## config.mk

```make
export PLATFORM = sky130hd
export DESIGN_NAME = booth_seq_multiplier_flat
export DESIGN_NICKNAME = d
export VERILOG_FILES = /design/src/rtl/booth_seq_multiplier_pkg.sv /design/src/rtl/booth_seq_multiplier_if.sv /design/src/rtl/booth_seq_multiplier_row_gen.sv /design/src/rtl/booth_seq_multiplier.sv /design/src/flat_wrapper.sv
export SDC_FILE = /design/constraint.sdc
export NUM_CORES = 1
export LEC_CHECK = 0
export CORE_MARGIN = 2
export CORE_UTILIZATION = 30
export DETAILED_ROUTE_END_ITERATION = 7
export DONT_BUFFER_PORTS = 1
export MAX_ROUTING_LAYER = met4
export PLACE_DENSITY = 0.55
export SYNTH_ARGS = -nofsm -noshare
export SYNTH_HDL_FRONTEND = slang
export SYNTH_HIERARCHICAL = 1
export SYNTH_SLANG_ARGS = --single-unit
```

## constraint.sdc

```tcl
create_clock -name clk -period 14.6 [get_ports clk]
set_input_delay 3.65 -clock clk [delete_from_list [all_inputs] [get_ports clk]]
set_output_delay 3.65 -clock clk [all_outputs]
set_load 0.02 [all_outputs]
```

## src/rtl/booth_seq_multiplier_pkg.sv

```systemverilog
// Shared types and the radix-4 Booth digit decoder for the sequential multiplier.
// Every Booth row generator uses the same x1/x2/neg recoding, so their rows agree bit for bit.
package booth_pkg;

   localparam int BOOTH_WIDTH = 16;
   localparam int STEPS       = BOOTH_WIDTH / 2;

   typedef enum logic [1:0] {IDLE, RUN, DONE} state_t;

   typedef struct packed {
      logic x1;
      logic x2;
      logic neg;
   } booth_digit_t;

   // A window of 111 decodes to zero with neg clear, so a d=0 row stays all-zero.
   function automatic booth_digit_t booth_digit(input logic [2:0] w);
      booth_digit_t d;
      d.x1  = w[1] ^ w[0];
      d.x2  = (w == 3'b011) || (w == 3'b100);
      d.neg = w[2] & ~(w[1] & w[0]);
      return d;
   endfunction

endpackage

```

## src/rtl/booth_seq_multiplier_if.sv

```systemverilog
// Operand and product handshake bundle for booth_seq_multiplier.
import booth_pkg::*;

interface booth_seq_multiplier_if #(parameter int WIDTH = BOOTH_WIDTH);

   logic                 in_valid;
   logic                 in_ready;
   logic [WIDTH-1:0]     in_a;
   logic [WIDTH-1:0]     in_b;
   logic                 out_valid;
   logic                 out_ready;
   logic [2*WIDTH-1:0]   out_p;

   modport master (
      output in_valid, in_a, in_b, out_ready,
      input  in_ready, out_valid, out_p
   );

   modport slave (
      input  in_valid, in_a, in_b, out_ready,
      output in_ready, out_valid, out_p
   );

endinterface

```

## src/rtl/booth_seq_multiplier_row_gen.sv

```systemverilog
// Combinational radix-4 Booth row: one's-complement multiple of A plus a separate neg bit.
import booth_pkg::*;

module booth_row_gen #(
   parameter int WIDTH = BOOTH_WIDTH
) (
   input  logic [2:0]       i_w,
   input  logic [WIDTH-1:0] i_a,
   output logic [WIDTH:0]   o_pp,
   output logic             o_neg
);

   booth_digit_t     w_digit;
   logic [WIDTH:0]   w_mag;

   assign w_digit = booth_digit(i_w);

   // The row is one bit wider than A so that 2*(-2^(WIDTH-1)) inverts to 0_1..1 without overflow.
   always_comb begin
      w_mag = '0;
      if (w_digit.x1) begin
         w_mag = {i_a[WIDTH-1], i_a};
      end else if (w_digit.x2) begin
         w_mag = {i_a, 1'b0};
      end
   end

   assign o_pp  = w_digit.neg ? ~w_mag : w_mag;
   assign o_neg = w_digit.neg;

endmodule

```

## src/rtl/booth_seq_multiplier.sv

```systemverilog
// Sequential radix-4 Booth multiplier: one Booth row per cycle accumulated into a 2*WIDTH product.
import booth_pkg::*;

module booth_seq_multiplier #(
   parameter int WIDTH = BOOTH_WIDTH
) (
   input  logic                  clk,
   input  logic                  rst_n,
   input  logic                  flush,
   output logic                  busy,
   booth_seq_multiplier_if.slave bus
);

   localparam int NSTEPS = WIDTH / 2;
   localparam int SW     = $clog2(NSTEPS);

   state_t               r_state;
   logic [WIDTH-1:0]     r_a;
   logic [WIDTH:0]       r_bSh;
   logic [SW-1:0]        r_step;
   logic [2*WIDTH-1:0]   r_acc;
   logic [2*WIDTH-1:0]   r_outP;
   logic                 r_outValid;
   logic                 r_busy;

   logic [WIDTH:0]       w_pp;
   logic                 w_neg;
   logic [2*WIDTH-1:0]   w_term;
   logic [2*WIDTH-1:0]   w_accNext;
   logic                 w_inReady;
   logic                 w_accept;
   logic                 w_lastStep;

   booth_row_gen #(.WIDTH(WIDTH)) u_rowGen (
      .i_w   (r_bSh[2:0]),
      .i_a   (r_a),
      .o_pp  (w_pp),
      .o_neg (w_neg)
   );

   // The neg bit completes the two's complement of the inverted row at the row's own weight.
   assign w_term = ({{(WIDTH-1){w_pp[WIDTH]}}, w_pp} + {{(2*WIDTH-1){1'b0}}, w_neg})
                   << {r_step, 1'b0};
   assign w_accNext  = r_acc + w_term;
   assign w_lastStep = (r_step == SW'(NSTEPS - 1));

   assign w_inReady = !flush && ((r_state == IDLE) || ((r_state == DONE) && bus.out_ready));
   assign w_accept  = w_inReady && bus.in_valid;

   assign bus.in_ready  = w_inReady;
   assign bus.out_valid = r_outValid;
   assign bus.out_p     = r_outP;
   assign busy          = r_busy;

   // Accepting in DONE while the product handshakes reloads directly into RUN.
   always_ff @(posedge clk or negedge rst_n) begin
      if (!rst_n) begin
         r_state    <= IDLE;
         r_a        <= '0;
         r_bSh      <= '0;
         r_step     <= '0;
         r_acc      <= '0;
         r_outP     <= '0;
         r_outValid <= 1'b0;
         r_busy     <= 1'b0;
      end else if (flush) begin
         r_state    <= IDLE;
         r_outValid <= 1'b0;
         r_busy     <= 1'b0;
      end else begin
         case (r_state)
            IDLE: begin
               if (w_accept) begin
                  r_a     <= bus.in_a;
                  r_bSh   <= {bus.in_b, 1'b0};
                  r_acc   <= '0;
                  r_step  <= '0;
                  r_busy  <= 1'b1;
                  r_state <= RUN;
               end
            end
            RUN: begin
               r_acc  <= w_accNext;
               r_bSh  <= {r_bSh[WIDTH], r_bSh[WIDTH], r_bSh[WIDTH:2]};
               r_step <= r_step + 1'b1;
               if (w_lastStep) begin
                  r_outP     <= w_accNext;
                  r_outValid <= 1'b1;
                  r_busy     <= 1'b0;
                  r_state    <= DONE;
               end
            end
            DONE: begin
               if (bus.out_ready) begin
                  r_outValid <= 1'b0;
                  if (w_accept) begin
                     r_a     <= bus.in_a;
                     r_bSh   <= {bus.in_b, 1'b0};
                     r_acc   <= '0;
                     r_step  <= '0;
                     r_busy  <= 1'b1;
                     r_state <= RUN;
                  end else begin
                     r_state <= IDLE;
                  end
               end
            end
            default: r_state <= IDLE;
         endcase
      end
   end

endmodule

```

## src/flat_wrapper.sv

```systemverilog
// flat-port wrapper written by rule: the top's interface ports become plain ports
module booth_seq_multiplier_flat 
#(
   parameter int WIDTH = BOOTH_WIDTH
)
  (clk, rst_n, flush, busy, bus_in_valid, bus_in_a, bus_in_b, bus_out_ready, bus_in_ready, bus_out_valid, bus_out_p);
  booth_seq_multiplier_if #(.WIDTH(WIDTH)) bus_i ();
  input  logic clk;
  input  logic rst_n;
  input  logic flush;
  output logic busy;
  input wire logic [$bits(bus_i.in_valid)-1:0] bus_in_valid;
  input wire logic [$bits(bus_i.in_a)-1:0] bus_in_a;
  input wire logic [$bits(bus_i.in_b)-1:0] bus_in_b;
  input wire logic [$bits(bus_i.out_ready)-1:0] bus_out_ready;
  output wire logic [$bits(bus_i.in_ready)-1:0] bus_in_ready;
  output wire logic [$bits(bus_i.out_valid)-1:0] bus_out_valid;
  output wire logic [$bits(bus_i.out_p)-1:0] bus_out_p;
  assign bus_i.in_valid = bus_in_valid;
  assign bus_i.in_a = bus_in_a;
  assign bus_i.in_b = bus_in_b;
  assign bus_i.out_ready = bus_out_ready;
  assign bus_in_ready = bus_i.in_ready;
  assign bus_out_valid = bus_i.out_valid;
  assign bus_out_p = bus_i.out_p;
  booth_seq_multiplier #(.WIDTH(WIDTH)) u_core (.clk(clk), .rst_n(rst_n), .flush(flush), .busy(busy), .bus(bus_i));
endmodule
```

==> results of run 1 <==
final cells by class:
cell class / instances / share of cell area (%)
Multi-Input combinational cell: 744 / 58.5
Sequential cell: 104 / 31.3
Timing Repair Buffer: 7 / 0.632
Clock inverter: 4 / 0.662
Clock buffer: 11 / 2.80
Inverter: 25 / 1.13
Tap cell: 335 / 5.04
final timing paths:
kind,cells after the start,from,endpoint
max in group asynchronous,0,rst_n,u_core/r_acc[23]
min,2,u_core/r_bSh[7],u_core/r_bSh[7]
min in group asynchronous,0,rst_n,u_core/r_bSh[13]
max,3,bus_out_ready,bus_in_ready
min reg2reg,2,u_core/r_bSh[7],u_core/r_bSh[7]
max reg2reg,21,u_core/r_bSh[0],u_core/bus.out_p[30]
flip-flops by register name, indices dropped and copies added (netlist names):
signal,count
u_core/bus.out_p,32
u_core/r_state,2
u_core/bus.out_valid,1
u_core/r_a,16
u_core/r_acc,32
u_core/r_step,3
u_core/r_bSh,17
u_core/busy,1
where the power goes:
| part | leakage, nW | switching (mW) | internal, mW |
|---|---|---|---|
| registers | 1.36 | 0.0753 | 0.354 |
| clock network | 0.136 | 0.115 | 0.134 |
| logic | 2.13 | 0.714 | 0.425 |
| total | 3.63 | 0.904 | 0.912 |
worst max-delay path, cell delays in order:
cell	delay (ns)
nor2b_1	0.04
nor3_1	0.15
buf_4	0.21
metal layers:
| metal | wire [um] | up-vias | global-route usage, % |
|---|---|---|---|
| met1 | 10100 | 3111 | 22.1 |
| met4 | 394 | 0 | 4.27 |
| met2 | 9210 | 124 | 23.7 |
| met3 | 655 | 24 | 2.07 |
| li1 | - | 3291 | - |
| met5 | 0 | - | - |
cells by family (layout without fill, tap and decap cells):
kind of cell	after synthesis	count (layout)
AOI/OAI and AO/OA	313	313
and+or+nand+nor	299	299
DFF	104	104
buffers and inverters	89	47
muxes	53	53
xor gates and xnor gates	41	41
adders and majority gates	38	38
Yosys cell counts, drive strengths merged, types with 8 or more instances:
library cell	instances	area share (%)
ha	37	5.9
inv	25	1.2
nor2	47	2.4
buf	16	1.1
a211oi	8	0.83
mux2	23	3.4
nand2b	16	1.3
a211o	12	1.3
mux2i	29	3.7
o21ai	122	7.9
xnor2	23	2.7
dfrtp	104	33
a31oi	10	0.80
clkbuf	48	2.3
nand2	126	6.1
xor2	18	2.0
nor2b	21	1.7
nand4	14	1.2
nand3	40	2.6
nor3	12	0.77
a221oi	16	2.6
a21oi	76	4.9
a21o	25	2.4
stage by stage:
step | cells | worst slack, ns | total power, mW | util, % | hold slack [ns]
3_3_place_gp | 1215 | 6.89 | 1.56 | 31.1 | 0.460
2_1_floorplan | 937 | 6.53 | 1.30 | - | 0.449
3_5_place_dp | 1215 | 6.89 | 1.56 | 31.1 | 0.469
4_1_cts | 1230 | 6.89 | 1.82 | 32.2 | 0.487
5_1_grt | 1230 | 6.87 | 1.98 | 32.2 | 0.511
6_report | 1230 | 6.89 | 1.82 | 32.2 | 0.481
==> flow_metrics.tcl, run 1 <==
set metrics [dict create \
    io_buffers 0 \
    synth_compound_area_share_pct 25.5 \
    syn2layout_area_growth_pct 6.49 \
    period_share_pct 52.8 \
    grt_pass1_vias 6137 \
    rrSetupSlack_ns 7.65 \
    max_slew.worst_pin.slew_ns 1.13 \
    wirelength_um 20400 \
    gp_congestion 0.867 \
    p_per_area_nw_per_um2 218 \
    coreArea_um2 25800 \
    maxCapViolations 0 \
    synth_edf_count 0 \
    setup_viol 0 \
    vias 6550 \
    post_synth.cell_area_avg_um2 8.34 \
    nets 966 \
    hold_viol_final 0 \
    drt-initial-drc-count 442 \
    gr-total-overflow 0 \
    postRouteAntennaNets 0 \
    yosysUniqueCellTypes 73 \
    synth-adder-area-share_pct 6.18 \
    htree_num_levels 3 \
    antenna_found_initial 0 \
    post_cts_buffers 0 \
    syn_inst 937 \
    grt_pass1_wl_um 33200 \
    final_common_cell "nand2_1" \
    rsz0062_at_grt "false" \
    ys_seq_elements 104 \
    first_pass_iters 5 \
    muxShareOfSynthArea_pct 7.37 \
    cts-root-buf "clkbuf_16" \
    post-route-drc-count 0 \
    numCtsBuffers 9 \
    holdCritPathClass "register to register" \
    cts_resized 0 \
    seq_area_um2 2600 \
    io_pins 72 \
    dieWidth_um 165 \
    worstSkewPairLatency_ns 0.35 \
    setup_tns_ns 0 \
    synthesis.nets 1012 \
    criticalPathCategory "primary input to output pin" \
    ys_seq_area_share_pct 33.3 \
    worstPathArrival_ns 4.06 \
    placed_area_um2 8030 \
    rows 59 \
    dp_hpwl_um 14600 \
    initial_core_util_pct 30.2 \
    ys.flop_type "dfrtp_1" \
    synth_area_um2 7810 \
    die_h_um 165 \
    multi_input_area_um2 4860 \
    post-route-min-period_ns 7.71 \
    fillers 2765 \
    postSynth.asyncResetShare_pct 100 \
    numClockSinks 104 \
    yosys_warnings 6 \
    mostFrequentLayoutCells "125 x nand2_1, 115 x o21ai_0, 104 x dfrtp_1, 75 x a21oi_1, 46 x nor2_1" \
    synth_top_family_by_area "compound AO/OA/AOI/OAI gates" \
    track_usage_pct 15.7 \
    ir_drop_mv 0.0637 \
    required_ns 10.95 \
    synthXorXnorAreaFrac_pct 4.69 \
    path_clk_slew_ns 0.07 \
    relSlewSlack_pct 24.6 \
    cp-start-kind "primary input" \
    end_kind "output pin" \
    drive_above_1_share_pct 8.49 \
    die-area_um2 27400 \
    grt_max_degree 105 \
    clk_path_buf_depth 2 \
    cts_tree "done" \
    design_area_um2 8320 \
    routed_via_density 5.33 \
    cp_max_fo 3 \
    skew_ns 0.00926 \
    max_freq_mhz 130 \
    antenna_cells 0 \
    status "finished clean" \
    cts_hold_buf 0 \
    synth-simple-area-share_pct 18.4 \
    p_leak_nw 3.63 \
    timing.final.max_slew_violations 0 \
    wl_per_cell_um 16.5 \
]
No activity file was read; power rests on OpenSTA's default activity.
==> run 2, diff against run 1 <==
==> constraint.sdc (replaced) <==
create_clock -name clk -period 7.1 [get_ports clk]
set_input_delay 1.775 -clock clk [delete_from_list [all_inputs] [get_ports clk]]
set_output_delay 1.775 -clock clk [all_outputs]
set_load 0.02 [all_outputs]
==> run 2 against run 1 <==
Effect of this change: combinational power grew 110%; cell area is essentially flat; register-to-register slack lost 7.0 ns; utilization is essentially flat; cell count grew 0.24%; setup slack lost 6.2 ns; sequential share of layout area is essentially flat; critical endpoint is now u_core/r_acc[31]; highest routed layer unchanged.
==> flow_metrics.tcl, run 2 (synthesized netlist as in run 1, its figures left out) <==
set metrics [dict create \
    status "finished clean" \
    end_kind "register" \
    slowest_delay_ns 0.63 \
    grt_max_degree 105 \
    rr_worst_depth 22 \
    antenna_found_initial 0 \
    p_per_area_nw_per_um2 449 \
    post-route-min-period_ns 6.46 \
    worstSetupPathDepth 22 \
    relSlewSlack_pct 20.0 \
    max_freq_mhz 155 \
    crit_buf_inv 0 \
    period_share_pct 90.9 \
    drive_above_1_share_pct 9.02 \
    criticalPathCategory "register to register" \
    htree_num_levels 3 \
    fin_ws_ns 0.644 \
    numCtsBuffers 9 \
    dp_hpwl_um 15100 \
    wl_per_cell_um 16.9 \
    worstPathArrival_ns 6.66 \
    cts_hold_buf 0 \
    ir_drop_mv 0.157 \
    p_leak_nw 3.64 \
    final_common_cell "nand2_1" \
    antenna_cells 0 \
    routed_via_density 5.33 \
    total_power_mw 3.74 \
    clk_path_buf_depth 2 \
    critPathTopFamily "compound AO/OA/AOI/OAI gates" \
    vias 6566 \
    path_clk_slew_ns 0.08 \
    cts_resized 0 \
    required_ns 7.30 \
    dieWidth_um 165 \
    track_usage_pct 16.1 \
    rsz0062_at_grt "false" \
    worstSkewPairLatency_ns 0.36 \
    die_h_um 165 \
    syn2layout_area_growth_pct 6.58 \
    pre_cts_ws_ns 0.728 \
    setup_viol 0 \
    hold_viol_final 0 \
    grt_pass1_wl_um 33900 \
    cp_max_fo 25 \
    post_cts_buffers 0 \
    mostFrequentLayoutCells "125 x nand2_1, 115 x o21ai_0, 104 x dfrtp_1, 75 x a21oi_1, 46 x nor2_1" \
    design_area_um2 8330 \
    hold_depth 2 \
    cts_tree "done" \
    grt_pass1_vias 6242 \
    maxCapViolations 0 \
    drt-initial-drc-count 468 \
    timing.final.max_slew_violations 0 \
    gr-total-overflow 0 \
    io_buffers 0 \
    first_pass_iters 5 \
    max_slew.worst_pin.slew_ns 1.20 \
    gp_congestion 0.907 \
    io_pins 72 \
    cpMostUsedCell "ha_1" \
    critical_path.cell_chain "ha_1 > nor2b_1 > a21o_1 > a221oi_1 > ha_1 > nand3_1 > nor4_4 > nand3_1 > xnor2_2 > nor2_1 > a211oi_1 > a21oi_1 > mux2i_1 > ha_1 > nand4_1 > o221ai_1 > o32ai_1 > nand4_1 > a31oi_1 > xnor2_1 > o211ai_1 > o31ai_1" \
    cp-start-kind "register" \
    placed_area_um2 8050 \
    setup_tns_ns 0 \
    nets 968 \
    die-area_um2 27400 \
    fillers 2739 \
    skew_ns 0.00909 \
    hold_slack_ns 0.480 \
    post-route-drc-count 0 \
    numClockSinks 104 \
    cpMaxStageDelayCell "ha_1" \
    postRouteAntennaNets 0 \
    cts-root-buf "clkbuf_16" \
    holdCritPathClass "register to register" \
    rows 59 \
    initial_core_util_pct 30.2 \
    coreArea_um2 25800 \
    wirelength_um 20800 \
]
-- run 2: final cells by class --
| class | count | area [um^2] | share of cell area [%] |
|---|---|---|---|
| inverters | 25 | 93.8 | 1.13 |
| multi-input cells | 744 | 4860 | 58.4 |
| repair buffers | 9 | 67.6 | 0.811 |
| flip-flops and latches | 104 | 2600 | 31.3 |
| clock inverters | 7 | 55.1 | 0.661 |
| clock buffers | 9 | 225 | 2.70 |
| well taps | 335 | 419 | 5.03 |
-- run 2: final timing paths --
path	startpoint	slack, ns	endpoint
setup / recovery	u_core/r_bSh[1]	0.64	u_core/r_acc[31]
setup reg to reg	u_core/r_bSh[1]	0.64	u_core/r_acc[31]
hold reg to reg	u_core/r_bSh[4]	0.48	u_core/r_bSh[4]
max in group asynchronous	rst_n	5.84	u_core/r_acc[22]
min in group asynchronous	rst_n	1.10	u_core/r_bSh[9]
hold / removal	u_core/r_bSh[4]	0.48	u_core/r_bSh[4]
-- run 2: where the power goes --
part           switching [mW]  total (mW)  leakage [nW]  internal [mW]
clock                   0.242       0.485         0.138          0.243
combinational            1.47        2.36          2.14          0.889
sequential              0.169       0.897          1.36          0.728
total                    1.88        3.74          3.64           1.86
-- run 2: worst reg2reg max path, stage by stage, from the launching register on --
cell      delay (ns)
dfrtp_1         0.37
ha_1            0.63
nor2b_1         0.43
a21o_1          0.27
a221oi_1        0.54
ha_1            0.34
nand3_1         0.23
nor4_4          0.34
nand3_1         0.20
xnor2_2         0.27
nor2_1          0.07
a211oi_1        0.27
a21oi_1         0.14
mux2i_1         0.28
ha_1            0.37
nand4_1         0.21
o221ai_1        0.20
o32ai_1         0.31
nand4_1         0.13
a31oi_1         0.29
xnor2_1         0.13
o211ai_1        0.18
o31ai_1         0.09
-- run 2: routing by layer --
| layer | GRT usage [%] | up-vias | wire length, um |
|---|---|---|---|
| met2 | 25.1 | 136 | 9550 |
| met4 | 4.15 | 0 | 316 |
| met1 | 21.7 | 3119 | 9950 |
| met5 | - | - | 0 |
| li1 | - | 3295 | - |
| met3 | 2.90 | 16 | 963 |
-- run 2: metrics by stage --
| stage | util, % | instances |
|---|---|---|
| 3_5_place_dp | 31.1 | 1217 |
| 2_1_floorplan | - | 937 |
| 3_3_place_gp | 31.1 | 1217 |
| 4_1_cts | 32.2 | 1233 |
| 6_report | 32.2 | 1233 |
| 5_1_grt | 32.2 | 1233 |
==> run 3, diff against run 2 <==
--- a/config.mk
+++ b/config.mk
@@ -6,11 +6,12 @@
 export NUM_CORES = 1
 export LEC_CHECK = 0
 export CORE_MARGIN = 2
-export CORE_UTILIZATION = 30
+export CORE_UTILIZATION = 56
 export DETAILED_ROUTE_END_ITERATION = 7
 export DONT_BUFFER_PORTS = 1
 export MAX_ROUTING_LAYER = met4
-export PLACE_DENSITY = 0.55
+export PLACE_DENSITY = 0.82
+export REMOVE_ABC_BUFFERS = 1
 export SYNTH_ARGS = -nofsm -noshare
 export SYNTH_HDL_FRONTEND = slang
 export SYNTH_HIERARCHICAL = 1
==> constraint.sdc (replaced) <==
create_clock -name clk -period 8.3 [get_ports clk]
set_input_delay 2.075 -clock clk [delete_from_list [all_inputs] [get_ports clk]]
set_output_delay 2.075 -clock clk [all_outputs]
set_load 0.02 [all_outputs]
==> run 3 against run 2 <==
Effect of this change: setup slack improved by 0.99 ns; combinational power shrank 16%; sequential share of layout area is 0.87 points higher; die area is 45% lower; global-route usage rose by 11 points; highest routed layer unchanged; cell count shrank 13%; register-to-register slack improved by 0.99 ns; routed wire length fell by 10%; first-iteration DRC count grew 16%; cell area shrank 2.7%; maximum frequency fell by 3.1%.
==> flow_metrics.tcl, run 3 (synthesized netlist as in run 1, its figures left out) <==
set metrics [dict create \
    clock_power_share_pct 13.2 \
    setup_viol 0 \
    grt_pass1_vias 6012 \
    final_cells 1075 \
    maxCapViolations 0 \
    cts_resized 0 \
    gr-total-overflow 0 \
    comb_power_share_pct 63.1 \
    cp_max_fo 25 \
    antenna_found_initial 0 \
    htree_num_levels 3 \
    io_pins 72 \
    intPower_mw 1.58 \
    coreArea_um2 13800 \
    timing.final.max_slew_violations 0 \
    track_usage_pct 26.7 \
    relSlewSlack_pct 25.8 \
    skew_ns 0.00721 \
    holdCritPathClass "register to register" \
    max_slew.worst_pin.slew_ns 1.11 \
    first_pass_iters 5 \
    numCtsBuffers 9 \
    multi_input_area_um2 4860 \
    p_per_area_nw_per_um2 390 \
    worstSkewPairLatency_ns 0.36 \
    cts_tree "done" \
    setup_tns_ns 0 \
    cp-start-kind "register" \
    dp_hpwl_um 13200 \
    die-area_um2 14900 \
    postRouteAntennaNets 0 \
    io_buffers 0 \
    path_clk_slew_ns 0.08 \
    clk_path_buf_depth 2 \
    gp_congestion 0.969 \
    end_kind "register" \
    swShare_pct 50.0 \
    hold_viol_final 0 \
    cts-root-buf "clkbuf_16" \
    dp_cells 1059 \
    fillers 1240 \
    numClockSinks 104 \
    wirelength_um 18600 \
    max_freq_mhz 150 \
    dieWidth_um 122 \
    drive_above_1_share_pct 8.60 \
    die_h_um 122 \
    rrSetupSlack_ns 1.64 \
    rows 43 \
    vias 6660 \
    pwr-share-seq_pct 23.7 \
    syn2layout_area_growth_pct 3.70 \
    cts_hold_buf 0 \
    routed_via_density 6.20 \
    grt_pass1_wl_um 30800 \
    nets 965 \
    final_common_cell "nand2_1" \
    initial_core_util_pct 56.7 \
    ir_drop_mv 0.190 \
    post_cts_buffers 0 \
    criticalPathCategory "register to register" \
    period_share_pct 80.3 \
    mostFrequentLayoutCells "125 x nand2_1, 115 x o21ai_0, 104 x dfrtp_1, 75 x a21oi_1, 46 x nor2_1" \
    antenna_cells 0 \
    wl_per_cell_um 17.3 \
    p_leak_nw 3.62 \
    grt_max_degree 105 \
    p_sw_mw 1.58 \
    post-route-min-period_ns 6.66 \
    status "finished clean" \
    drt-initial-drc-count 544 \
    worstPathArrival_ns 6.87 \
    rsz0062_at_grt "false" \
    seq_area_um2 2600 \
    required_ns 8.50 \
    post-route-drc-count 0 \
]
run 3: cell types whose count changed in the layout (fill, tap and decap cells not counted):
cell,before,now
inv_6,2,3
clkbuf_1,0,1
clkinv_2,2,1
buf_4,9,6
a21oi_4,1,0
a21oi_2,0,1
clkinv_4,1,0
run 3: through the flow:
step	setup WS, ns	hold slack, ns	cell area [um^2]	total power, mW	util [%]
floorplan	2.28	0.449	7550	2.25	-
global placement	1.87	0.461	7820	2.69	56.8
detailed placement	1.75	0.470	7820	2.70	56.8
CTS	1.71	0.487	8100	3.14	58.8
global route	1.06	0.535	8100	3.42	58.8
finish	1.64	0.482	8100	3.16	58.8
run 3: critical path: stages, from the launching register on:
cell and delay, ns:
dfrtp_1 0.37, ha_1 0.61, nor2b_1 0.39, a211o_1 0.37
a221oi_1 0.80, nand4_2 0.28, or3_1 0.60, o22ai_1 0.35
nor2_1 0.07, a21oi_1 0.27, o22ai_1 0.15, ha_1 0.37
a21oi_1 0.41, o21ai_1 0.15, a211oi_2 0.36, a2bb2oi_1 0.20
o21ai_1 0.12, o41ai_2 0.33, xor2_1 0.20, o21ai_0 0.10
run 3: routing by layer:
layer,up-vias,part of all wire [%],track usage (%)
li1,3293,-,-
met1,3138,47,37.7
met2,204,46,39.8
met3,25,5.8,4.73
met4,0,1.5,6.90
met5,-,0,-
run 3: power by group through the flow:
stage	Combinational (mW)	Sequential, mW	Clock [mW]
final	1.99	0.748	0.416
after global routing	2.20	0.765	0.450
after CTS	1.96	0.748	0.430
after detailed placement	1.94	0.756	0
after global placement	1.94	0.753	0
after floorplan	1.50	0.746	0
run 3: final cells by class:
| type | count | area share, % |
|---|---|---|
| Sequential cell | 104 | 32.1 |
| Multi-Input combinational cell | 744 | 59.9 |
| Clock buffer | 10 | 2.83 |
| Inverter | 25 | 1.16 |
| Clock inverter | 6 | 0.618 |
| Tap cell | 180 | 2.78 |
| Timing Repair Buffer | 6 | 0.556 |
run 3: worst paths after layout:
check / startpoint / endpoint / depth (start not counted)
max: u_core/r_bSh[1] / u_core/bus.out_p[30] / 19
max in group asynchronous: rst_n / u_core/r_acc[16] / 0
min: u_core/r_bSh[9] / u_core/r_bSh[9] / 2
min in group asynchronous: rst_n / u_core/r_bSh[13] / 0
min reg2reg: u_core/r_bSh[9] / u_core/r_bSh[9] / 2
max reg2reg: u_core/r_bSh[1] / u_core/bus.out_p[30] / 19
